--- src/rtl/sub_pkg.sv ---
// Shared types and constants for the bit-serial subtractor.
// Holds the FSM state encoding and width helpers.
package sub_pkg;

    typedef enum logic [1:0] {
        IDLE  = 2'd0,
        SHIFT = 2'd1,
        DONE  = 2'd2
    } state_t;

    localparam int DEF_WIDTH = 8;

    function automatic int cnt_width(input int w);
        return (w < 2) ? 1 : $clog2(w);
    endfunction

    localparam int DEF_CNT_W = cnt_width(DEF_WIDTH);

endpackage

--- src/rtl/full_subtractor.sv ---
// One-bit full-subtractor slice: x - y - bin.
// Produces the difference bit and the outgoing borrow.
module full_subtractor (
    input  logic x,
    input  logic y,
    input  logic bin,
    output logic d,
    output logic bout
);

    // Borrow out when y (plus incoming borrow) exceeds x.
    always_comb begin
        d    = x ^ y ^ bin;
        bout = (~x & y) | (~(x ^ y) & bin);
    end

endmodule

--- src/rtl/serial_subtractor.sv ---
// Bit-serial a - b, LSB first, one full-subtractor slice.
// Operands and result move over valid/ready handshakes.
module serial_subtractor
    import sub_pkg::*;
#(
    parameter int WIDTH = DEF_WIDTH
) (
    input  logic             clk,
    input  logic             rst_n,
    input  logic             in_valid,
    output logic             in_ready,
    input  logic [WIDTH-1:0] a,
    input  logic [WIDTH-1:0] b,
    output logic             out_valid,
    input  logic             out_ready,
    output logic [WIDTH-1:0] diff,
    output logic             borrow,
    output logic             ovf
);

    localparam int CW = cnt_width(WIDTH);
    localparam logic [CW-1:0] LAST = CW'(WIDTH - 1);

    state_t           state_q, state_d;
    logic [WIDTH-1:0] a_sr_q, a_sr_d;
    logic [WIDTH-1:0] b_sr_q, b_sr_d;
    logic [WIDTH-1:0] diff_sr_q, diff_sr_d;
    logic [CW-1:0]    cnt_q, cnt_d;
    logic             br_q, br_d;
    logic             a_msb_q, a_msb_d;
    logic             b_msb_q, b_msb_d;

    logic fs_d;
    logic fs_bout;

    full_subtractor u_fs (
        .x    (a_sr_q[0]),
        .y    (b_sr_q[0]),
        .bin  (br_q),
        .d    (fs_d),
        .bout (fs_bout)
    );

    // State register; reset aborts any operation in flight.
    always_ff @(posedge clk or negedge rst_n) begin
        if (!rst_n) begin
            state_q   <= IDLE;
            a_sr_q    <= '0;
            b_sr_q    <= '0;
            diff_sr_q <= '0;
            cnt_q     <= '0;
            br_q      <= 1'b0;
            a_msb_q   <= 1'b0;
            b_msb_q   <= 1'b0;
        end else begin
            state_q   <= state_d;
            a_sr_q    <= a_sr_d;
            b_sr_q    <= b_sr_d;
            diff_sr_q <= diff_sr_d;
            cnt_q     <= cnt_d;
            br_q      <= br_d;
            a_msb_q   <= a_msb_d;
            b_msb_q   <= b_msb_d;
        end
    end

    // Next-state, datapath shift and handshake outputs.
    always_comb begin
        state_d   = state_q;
        a_sr_d    = a_sr_q;
        b_sr_d    = b_sr_q;
        diff_sr_d = diff_sr_q;
        cnt_d     = cnt_q;
        br_d      = br_q;
        a_msb_d   = a_msb_q;
        b_msb_d   = b_msb_q;
        in_ready  = 1'b0;
        out_valid = 1'b0;
        diff      = '0;
        borrow    = 1'b0;
        ovf       = 1'b0;

        unique case (state_q)
            IDLE: begin
                in_ready = 1'b1;
                if (in_valid) begin
                    a_sr_d    = a;
                    b_sr_d    = b;
                    a_msb_d   = a[WIDTH-1];
                    b_msb_d   = b[WIDTH-1];
                    br_d      = 1'b0;
                    cnt_d     = '0;
                    diff_sr_d = '0;
                    state_d   = SHIFT;
                end
            end
            SHIFT: begin
                diff_sr_d = {fs_d, diff_sr_q[WIDTH-1:1]};
                br_d      = fs_bout;
                a_sr_d    = {1'b0, a_sr_q[WIDTH-1:1]};
                b_sr_d    = {1'b0, b_sr_q[WIDTH-1:1]};
                cnt_d     = cnt_q + 1'b1;
                if (cnt_q == LAST) begin
                    state_d = DONE;
                end
            end
            DONE: begin
                out_valid = 1'b1;
                diff      = diff_sr_q;
                borrow    = br_q;
                // Overflow only possible when operand signs differ.
                ovf       = (a_msb_q != b_msb_q) &&
                            (diff_sr_q[WIDTH-1] != a_msb_q);
                if (out_ready) begin
                    state_d = IDLE;
                end
            end
            default: begin
                state_d = IDLE;
            end
        endcase
    end

endmodule

--- config.mk ---
export PLATFORM = sky130hd
export DESIGN_NAME = serial_subtractor
export DESIGN_NICKNAME = d
export VERILOG_FILES = /design/src/rtl/sub_pkg.sv /design/src/rtl/full_subtractor.sv /design/src/rtl/serial_subtractor.sv
export SDC_FILE = /design/constraint.sdc
export NUM_CORES = 1
export LEC_CHECK = 0
export CAP_MARGIN = 20
export CORE_MARGIN = 3
export CORE_UTILIZATION = 53
export DETAILED_ROUTE_END_ITERATION = 8
export PLACE_DENSITY = 0.82
export SYNTH_ARGS = -nofsm -noshare
export SYNTH_HDL_FRONTEND = slang
export SYNTH_HIERARCHICAL = 1
export SYNTH_SLANG_ARGS = --single-unit
--- constraint.sdc ---
create_clock -name clk -period 2.9 [get_ports clk]
set_clock_uncertainty 0.15 [all_clocks]
set_input_delay 0.58 -clock clk [delete_from_list [all_inputs] [get_ports clk]]
set_output_delay 0.58 -clock clk [all_outputs]
set_load 0.01 [all_outputs]
Yosys cells after proc, flatten, opt, wreduce, memory -nomap -nowiden
Index checks and enable logic that the tools add are counted.
- register bits: 32
- add/subtract/negate cells: 1
- equality and inequality tests: 8
- mux-type cells: 19
- bitwise gates (word level): 7
- reductions and logical operators: 6
- operator list (operator ; number):
    8-bit case mux with 2 select lines ; 3
    8-bit 2-to-1 mux ; 4
    2-bit 2-to-1 mux ; 3
    2-bit inequality test (second input constant) ; 3
    2-bit case mux with 3 select lines ; 1
    3-bit case mux with 2 select lines ; 1
    1-bit 2-to-1 mux ; 5
    2-bit AND reduction ; 2
    3-bit by 1-bit adder with 3-bit output (second input constant) ; 1
    3-bit equality test (second input constant) ; 1
    3-bit 2-to-1 mux ; 1
    3-bit AND reduction ; 1
    1-bit bitwise AND ; 2
    2-bit by 1-bit equality test with 1-bit output (second input constant) ; 1
    2-bit equality test (second input constant) ; 1
    2-bit zero test ; 1
    1-bit inequality test ; 2
    1-bit NOT ; 2
    1-bit case mux with 2 select lines ; 1
    2-bit nonzero test ; 1
    1-bit XOR ; 2
    1-bit logical AND ; 1
    1-bit bitwise OR ; 1

Logic depth before layout (Yosys ltp)
Gate-level depths: netlist (run 1).
- depth after elaboration: 5
- depth in mapped cells: 5
- depth with buffers taken out: 4

By module
The synthesis (run 1) kept the hierarchy.
- by module, submodules not included (module ; times used ; cells each ; area an instance (um2) ; sequential area each (um2)):
    serial_subtractor ; 1 ; 133 ; 1470.2 ; 800.8
    full_subtractor ; 1 ; 4 ; 31.3 ; 0.0

Worst setup path before layout (run 1)
OpenSTA, ideal clock, no wires.
- path kind: register -> output
- from: reg state_q[0]
- to: out ovf
- data arrival time: 1004 ps
- path slack: 1166 ps
- cell stages (with the launch flop): 6
- path buffers: 2
- path through: dfrtp_1 > buf_6 > inv_2 > clkbuf_2 > nand2_1 > a21oi_1
- longest elaborated chain between the ends: 2
- ends and longest elaborated chain (item ; line ; source):
    from (decl) ; serial_subtractor.sv:24 ; state_t state_q, state_d;
    from (signal assigned) ; serial_subtractor.sv:56 ; state_q <= state_d;
    2-bit equality test ; serial_subtractor.sv:83 ; unique case (state_q)
    1-bit 2-to-1 mux ; serial_subtractor.sv:83 ;
    to (decl) ; serial_subtractor.sv:18 ; output logic ovf
Every way passes these cells.

Final worst setup path (run 1)
Same ends and word-level chain as after synthesis.

==> results.ini, run 1 <==
[cts]
cts_setup_buffers = 0
htree_levels = 2
clkSlewWorstSetupHoldPaths_ps = 90
clock-sinks = 32
cts.repair.resized = 0
cts_buffers = 5
cts.path.max_buffers = 2
cts_tree = done
ctsHoldBuffers = 0
clkLatencyLatePin_ps = 320
cts_root_buf = clkbuf_4

[finish]
area_delta_synth_final_pct = 22.0
final_cells = 196
final_common_cell = dfrtp_1
nFillCells = 213
layout_common_cells = dfrtp_1 (32), clkdlybuf4s50_1 (31), o22ai_1 (21)
final_util_pct = 70.7
num_antenna_cells = 0
drive_gt1_share_pct = 9.64
num-nets-final = 188
finalInstanceArea_um2 = 1830

[synth]
syn_nets = 160
synth_warnings = 6
synth-seq-area-share_pct = 53.3
synth-seq-cells = 32
syn_avg_cell_area_um2 = 11.0
syn_inst = 137
mappedNetlistArea_um2 = 1500
ys_types = 29

[die]
rows = 18
ios = 32
die_w_um = 59.2
coreArea_um2 = 2590
die_area_um2 = 3510
dieHeight_um = 59.2
initial_utilization_pct = 58.0

[route]
drc = 0
finalWirelength_um = 3430
drt_iter0_drc = 53
postRouteAntennaNets = 0
avgViaCountPerCell = 6.22
wl_per_cell_um = 17.5
drtPass1Iterations = 4
vias = 1220

[status]
status = completed

[placement]
preCtsSetupSlack_ps = 517
port_buffers = 31
gpl.final_weighted_congestion = 0.818
placed_area_um2 = 1770
hpwl_um = 2310
dp.cells = 188

[global_route]
busiest_layer = met2
grt_max_degree = 33
track_usage_pct = 22.1
grt_first_pass_wirelength_um = 5780
grt_overflow = 0
met1_usage_pct = 29.3
grt_use_met2_pct = 34.3
gr-usage-met3_pct = 5.01
grt_pass1_vias = 1245
antenna_found_initial = 0

[worst_setup_path]
end_kind = primary output
r2r_slack_ps = 1180
critPathKind = register to primary output
cp-start-kind = register
cp_data_required_time_ps = 2170
cp_cell_sequence = inv_2 > nand2_1 > a21oi_1 > clkdlybuf4s50_1
path_max_fanout = 23
crit_arrival_ps = 1990
cpPeakStageDelay_ps = 550
slowest_stage = clkdlybuf4s50_1

[sta]
fin_crit_ps = 2720
report.final.slew_viol_count = 0
hold_ws_ps = 356
final.setup.tns_ps = 0
setup_ws_ps = 177
rsz0062_at_grt = false
maxSlewHeadroom_pct = 61.0
post-route-period-util_pct = 93.9
tightest_slew_ps = 586
setup_viol = 0
fmax_ghz = 0.367
hold_violations = 0

[worst_hold_path]
hp-class = register to register

[job]
drv_cap = 0

[power_and_ir_drop]
ir_worst_vdd_mv = 0.688
power_mw = 1.74
power.leakage_nw = 0.833
p_per_area_nw_per_um2 = 949

-- registers in the layout, summed over array words and instances (netlist names) --
name       flops
a_sr_q         8
br_q           1
b_msb_q        1
b_sr_q         8
a_msb_q        1
diff_sr_q      8
state_q        2
cnt_q          3
-- final timing paths --
check,from,to,cells after the start
setup / recovery,state_q[0]$_DFFE_PN0P_,ovf,4
hold / removal,diff_sr_q[0]$_DFFE_PN0P_,diff_sr_q[0]$_DFFE_PN0P_,1
setup reg to reg,state_q[1]$_DFFE_PN0P_,a_sr_q[5]$_DFFE_PN0P_,3
hold reg to reg,diff_sr_q[0]$_DFFE_PN0P_,diff_sr_q[0]$_DFFE_PN0P_,1
max in group asynchronous,rst_n,diff_sr_q[5]$_DFFE_PN0P_,2
min in group asynchronous,rst_n,b_sr_q[6]$_DFFE_PN0P_,2
-- routing by layer --
metal	vias to the layer above	share of wire, %	routed length (µm)
met5	-	0	0
met4	0	1.6	56
met3	9	5.5	188
met2	44	48	1640
met1	604	45	1540
li1	563	-	-
-- final cells by class --
| cell class | count | area, µm² | area share [%] |
|---|---|---|---|
| clock buffers | 6 | 51.3 | 2.80 |
| clock inverters | 2 | 10.0 | 0.546 |
| inverters | 7 | 26.3 | 1.43 |
| multi-input cells | 87 | 588 | 32.1 |
| flip-flops and latches | 32 | 801 | 43.7 |
| well taps | 30 | 37.5 | 2.05 |
| repair buffers | 32 | 318 | 17.3 |
-- synth_stat cells --
cell	count	area (µm²)
buf_6	4	45.0
nand2b_1	3	18.8
nand3b_1	1	7.51
o221a_2	1	11.3
buf_4	3	22.5
nand2_1	8	30.0
and2b_4	1	10.0
a22o_1	11	96.3
nand2b_2	1	8.76
a2bb2oi_1	5	43.8
o21bai_2	1	11.3
clkbuf_1	1	3.75
dfrtp_1	32	801
clkbuf_2	1	5.00
and3_1	9	56.3
a21oi_1	10	50.1
or3_1	1	6.26
nor2_2	1	6.26
ha_1	2	25.0
nor2_1	2	7.51
o21ai_1	1	5.00
inv_1	6	22.5
o21ai_0	5	25.0
inv_2	1	3.75
o22ai_1	21	131
fa_1	1	20.0
nand3_1	1	5.00
nor3b_2	1	12.5
buf_2	2	10.0
-- worst max-delay path: cells and delay by family (launching register included) --
kind,cells,cell delay [ps]
buffers and inverters,2,880
and+or+nand+nor,1,140
DFF,1,500
AOI/OAI and AO/OA,1,150
-- kinds of logic (layout without fill, tap and decap cells) --
kind of cell | count (synthesis) | count (layout) | synth area share [%]
fa+ha+maj | 3 | 3 | 3.00
compound gates | 55 | 55 | 24.9
buf+inv | 18 | 47 | 7.50
flops | 32 | 32 | 53.3
simple gates | 29 | 29 | 11.3
-- where the power goes --
group / internal, mW / switching [mW]
clock: 0.115 / 0.148
sequential: 0.648 / 0.172
combinational: 0.326 / 0.329
Note: power is estimated with default switching activity, not from simulation.
==> run 2, diff against run 1 <==
--- a/config.mk
+++ b/config.mk
@@ -10,6 +10,7 @@
 export CORE_UTILIZATION = 53
 export DETAILED_ROUTE_END_ITERATION = 8
 export PLACE_DENSITY = 0.82
+export SLEW_MARGIN = 20
 export SYNTH_ARGS = -nofsm -noshare
 export SYNTH_HDL_FRONTEND = slang
 export SYNTH_HIERARCHICAL = 1
==> results of run 2 <==
No change in the layout: final DEF, timing and power equal those of run 1.
==> run 3, diff against run 2 <==
--- a/config.mk
+++ b/config.mk
@@ -7,9 +7,10 @@
 export LEC_CHECK = 0
 export CAP_MARGIN = 20
 export CORE_MARGIN = 3
-export CORE_UTILIZATION = 53
+export CORE_UTILIZATION = 47
 export DETAILED_ROUTE_END_ITERATION = 8
-export PLACE_DENSITY = 0.82
+export PLACE_DENSITY = 0.74
+export SETUP_SLACK_MARGIN = 0.3
 export SLEW_MARGIN = 20
 export SYNTH_ARGS = -nofsm -noshare
 export SYNTH_HDL_FRONTEND = slang
==> run 3 against run 2 <==
Compared with the run above:
- setup slack improved by 280 ps
- global-route usage decreased by 3.3 points
- largest cell class unchanged
- sequential power barely moved
- die area increased by 11%
- total power barely moved
- combinational power down 2%
- cell count increased by 6.6%
- non-clock buffer count is the same
- count of clock-buffer cells in the layout did not move
- critical path depth is 1 lower
==> results.ini, run 3 (same netlist as run 1, synthesis figures left out) <==
[route]
wl_per_cell_um = 16.3  ; -6.7%
drt_iter0_drc = 67  ; +26%
postRouteAntennaNets = 0  ; unchanged
finalWirelength_um = 3410  ; -0.55%
drc = 0  ; unchanged
drtPass1Iterations = 4  ; unchanged
avgViaCountPerCell = 5.77  ; -7.4%
vias = 1205  ; -1.2%

[worst_setup_path]
cpPeakStageDelay_ps = 540  ; about the same
end_kind = primary output
crit_buf_inv = 2  ; unchanged
cp_cell_sequence = inv_4 > and3_1 > clkdlybuf4s50_1
path_delay_family = buffers and inverters
path_max_fanout = 12  ; -48%
critPathKind = register to primary output
crit_arrival_ps = 1720  ; -270 ps
slowest_stage = clkdlybuf4s50_1
cp_data_required_time_ps = 2170  ; about the same
cp-start-kind = register

[cts]
cts.path.max_buffers = 2  ; unchanged
ctsHoldBuffers = 0  ; unchanged
cts_tree = done
clkSlewWorstSetupHoldPaths_ps = 90  ; about the same
cts_root_buf = clkbuf_4
clkLatencyLatePin_ps = 340  ; +20 ps
clock-sinks = 32  ; unchanged
htree_levels = 2  ; unchanged
cts_buffers = 5  ; unchanged
cts_setup_buffers = 0  ; unchanged

[sta]
final.setup.tns_ps = 0  ; unchanged
report.final.slew_viol_count = 0  ; unchanged
tightest_slew_ps = 556  ; -29.2 ps
maxSlewHeadroom_pct = 62.8  ; +1.8 points
hold_violations = 0  ; unchanged
fin_crit_ps = 2450  ; -277 ps
setup_viol = 0  ; unchanged
rsz0062_at_grt = false
post-route-period-util_pct = 84.4  ; -9.5 points
fmax_ghz = 0.409  ; +11%

[power_and_ir_drop]
p_seq_share_pct = 47.3  ; about the same
clkPwrFrac_pct = 15.6  ; +0.5 points
ir_worst_vdd_mv = 0.387  ; -44%
intPower_mw = 1.09  ; +0.19%
combPwrFrac_pct = 37.1  ; -0.6 points
p_switching_mw = 0.648  ; -0.21%
p_per_area_nw_per_um2 = 936  ; -1.4%
power.leakage_nw = 0.835  ; +0.31%
p_sw_share_pct = 37.3  ; -0.094 points

[global_route]
grt_max_degree = 33  ; unchanged
track_usage_pct = 18.7  ; -3.3 points
grt_pass1_vias = 1198  ; -3.8%
antenna_found_initial = 0  ; unchanged
grt_overflow = 0  ; unchanged
grt_first_pass_wirelength_um = 5760  ; -0.36%

[die]
rows = 19  ; +1
coreArea_um2 = 2900  ; +12%
dieHeight_um = 62.5  ; +5.6%
die_w_um = 62.5  ; +5.6%
die_area_um2 = 3910  ; +11%
ios = 32  ; unchanged
initial_utilization_pct = 51.8  ; -6.2 points

[worst_hold_path]
hp-class = register to register

[finish]
num-nets-final = 189  ; +0.53%
finalInstanceArea_um2 = 1860  ; +1.4%
layout_common_cells = dfrtp_1 (30), clkdlybuf4s50_1 (30), o22ai_1 (21)
drive_gt1_share_pct = 11.4  ; +1.7 points
reg_top3 = a_sr_q x8, b_sr_q x8, diff_sr_q x8
final_util_pct = 64.1  ; -6.7 points
num_antenna_cells = 0  ; unchanged
area_delta_synth_final_pct = 23.7

[placement]
port_buffers = 31  ; unchanged
hpwl_um = 2270  ; -1.9%
placed_area_um2 = 1790  ; +0.85%
gpl.final_weighted_congestion = 0.784  ; -4.1%

[job]
drv_cap = 0  ; unchanged

[status]
status = completed

[run 3: final timing paths]
path	start	endpoint	slack, ps	depth (start not counted)
min in group asynchronous	rst_n	b_sr_q[1]$_DFFE_PN0P_	470	2
worst max register to register	state_q[1]$_DFFE_PN0P_	b_sr_q[6]$_DFFE_PN0P_	1340	2
worst max-delay path	state_q[0]$_DFFE_PN0P_	diff[4]	450	3
worst min-delay path	cnt_q[2]$_DFFE_PN0P_	cnt_q[2]$_DFFE_PN0P_	360	1
worst min register to register	cnt_q[2]$_DFFE_PN0P_	cnt_q[2]$_DFFE_PN0P_	360	1
max in group asynchronous	rst_n	state_q[0]$_DFFE_PN0P_	1800	2
[run 3: metrics by stage]
stage / setup slack (ps) / power, mW / hold slack (ps) / std cells
global placement: 581 / 1.42 / 339 / 200
CTS: 360 / 1.74 / 366 / 209
detailed placement: 532 / 1.46 / 338 / 200
floorplan: 1170 / 1.33 / 134 / 137
global route: 354 / 1.87 / 372 / 209
finish: 454 / 1.74 / 361 / 209
[run 3: layout make-up]
type / count / area, µm²
Clock inverter: 2 / 10.0
Fill cell: 260 / 1040
Sequential cell: 32 / 803
Tap cell: 42 / 52.6
Inverter: 7 / 28.8
Timing Repair inverter: 1 / 7.51
Clock buffer: 6 / 51.3
Multi-Input combinational cell: 87 / 588
Timing Repair Buffer: 32 / 317
[run 3: per-layer routing]
layer | part of all wire, % | global-route usage [%] | vias up
met5 | 0 | 0 | -
met1 | 44 | 24.9 | 583
met4 | 2.2 | 11.0 | 0
met2 | 47 | 27.0 | 48
met3 | 6.8 | 5.40 | 9
li1 | - | - | 565
[run 3: timing repair]
action,CTS,global route
cloned,1,0
endpoints found under the setup margin,11,9
gates resized for setup,3,1
[run 3: power by group through the flow]
stage,registers (mW),logic (mW),clock network (mW)
after detailed placement,0.816,0.642,0
after global routing,0.850,0.724,0.296
after floorplan,0.752,0.573,0
after global placement,0.807,0.615,0
final,0.823,0.645,0.272
after CTS,0.819,0.647,0.278
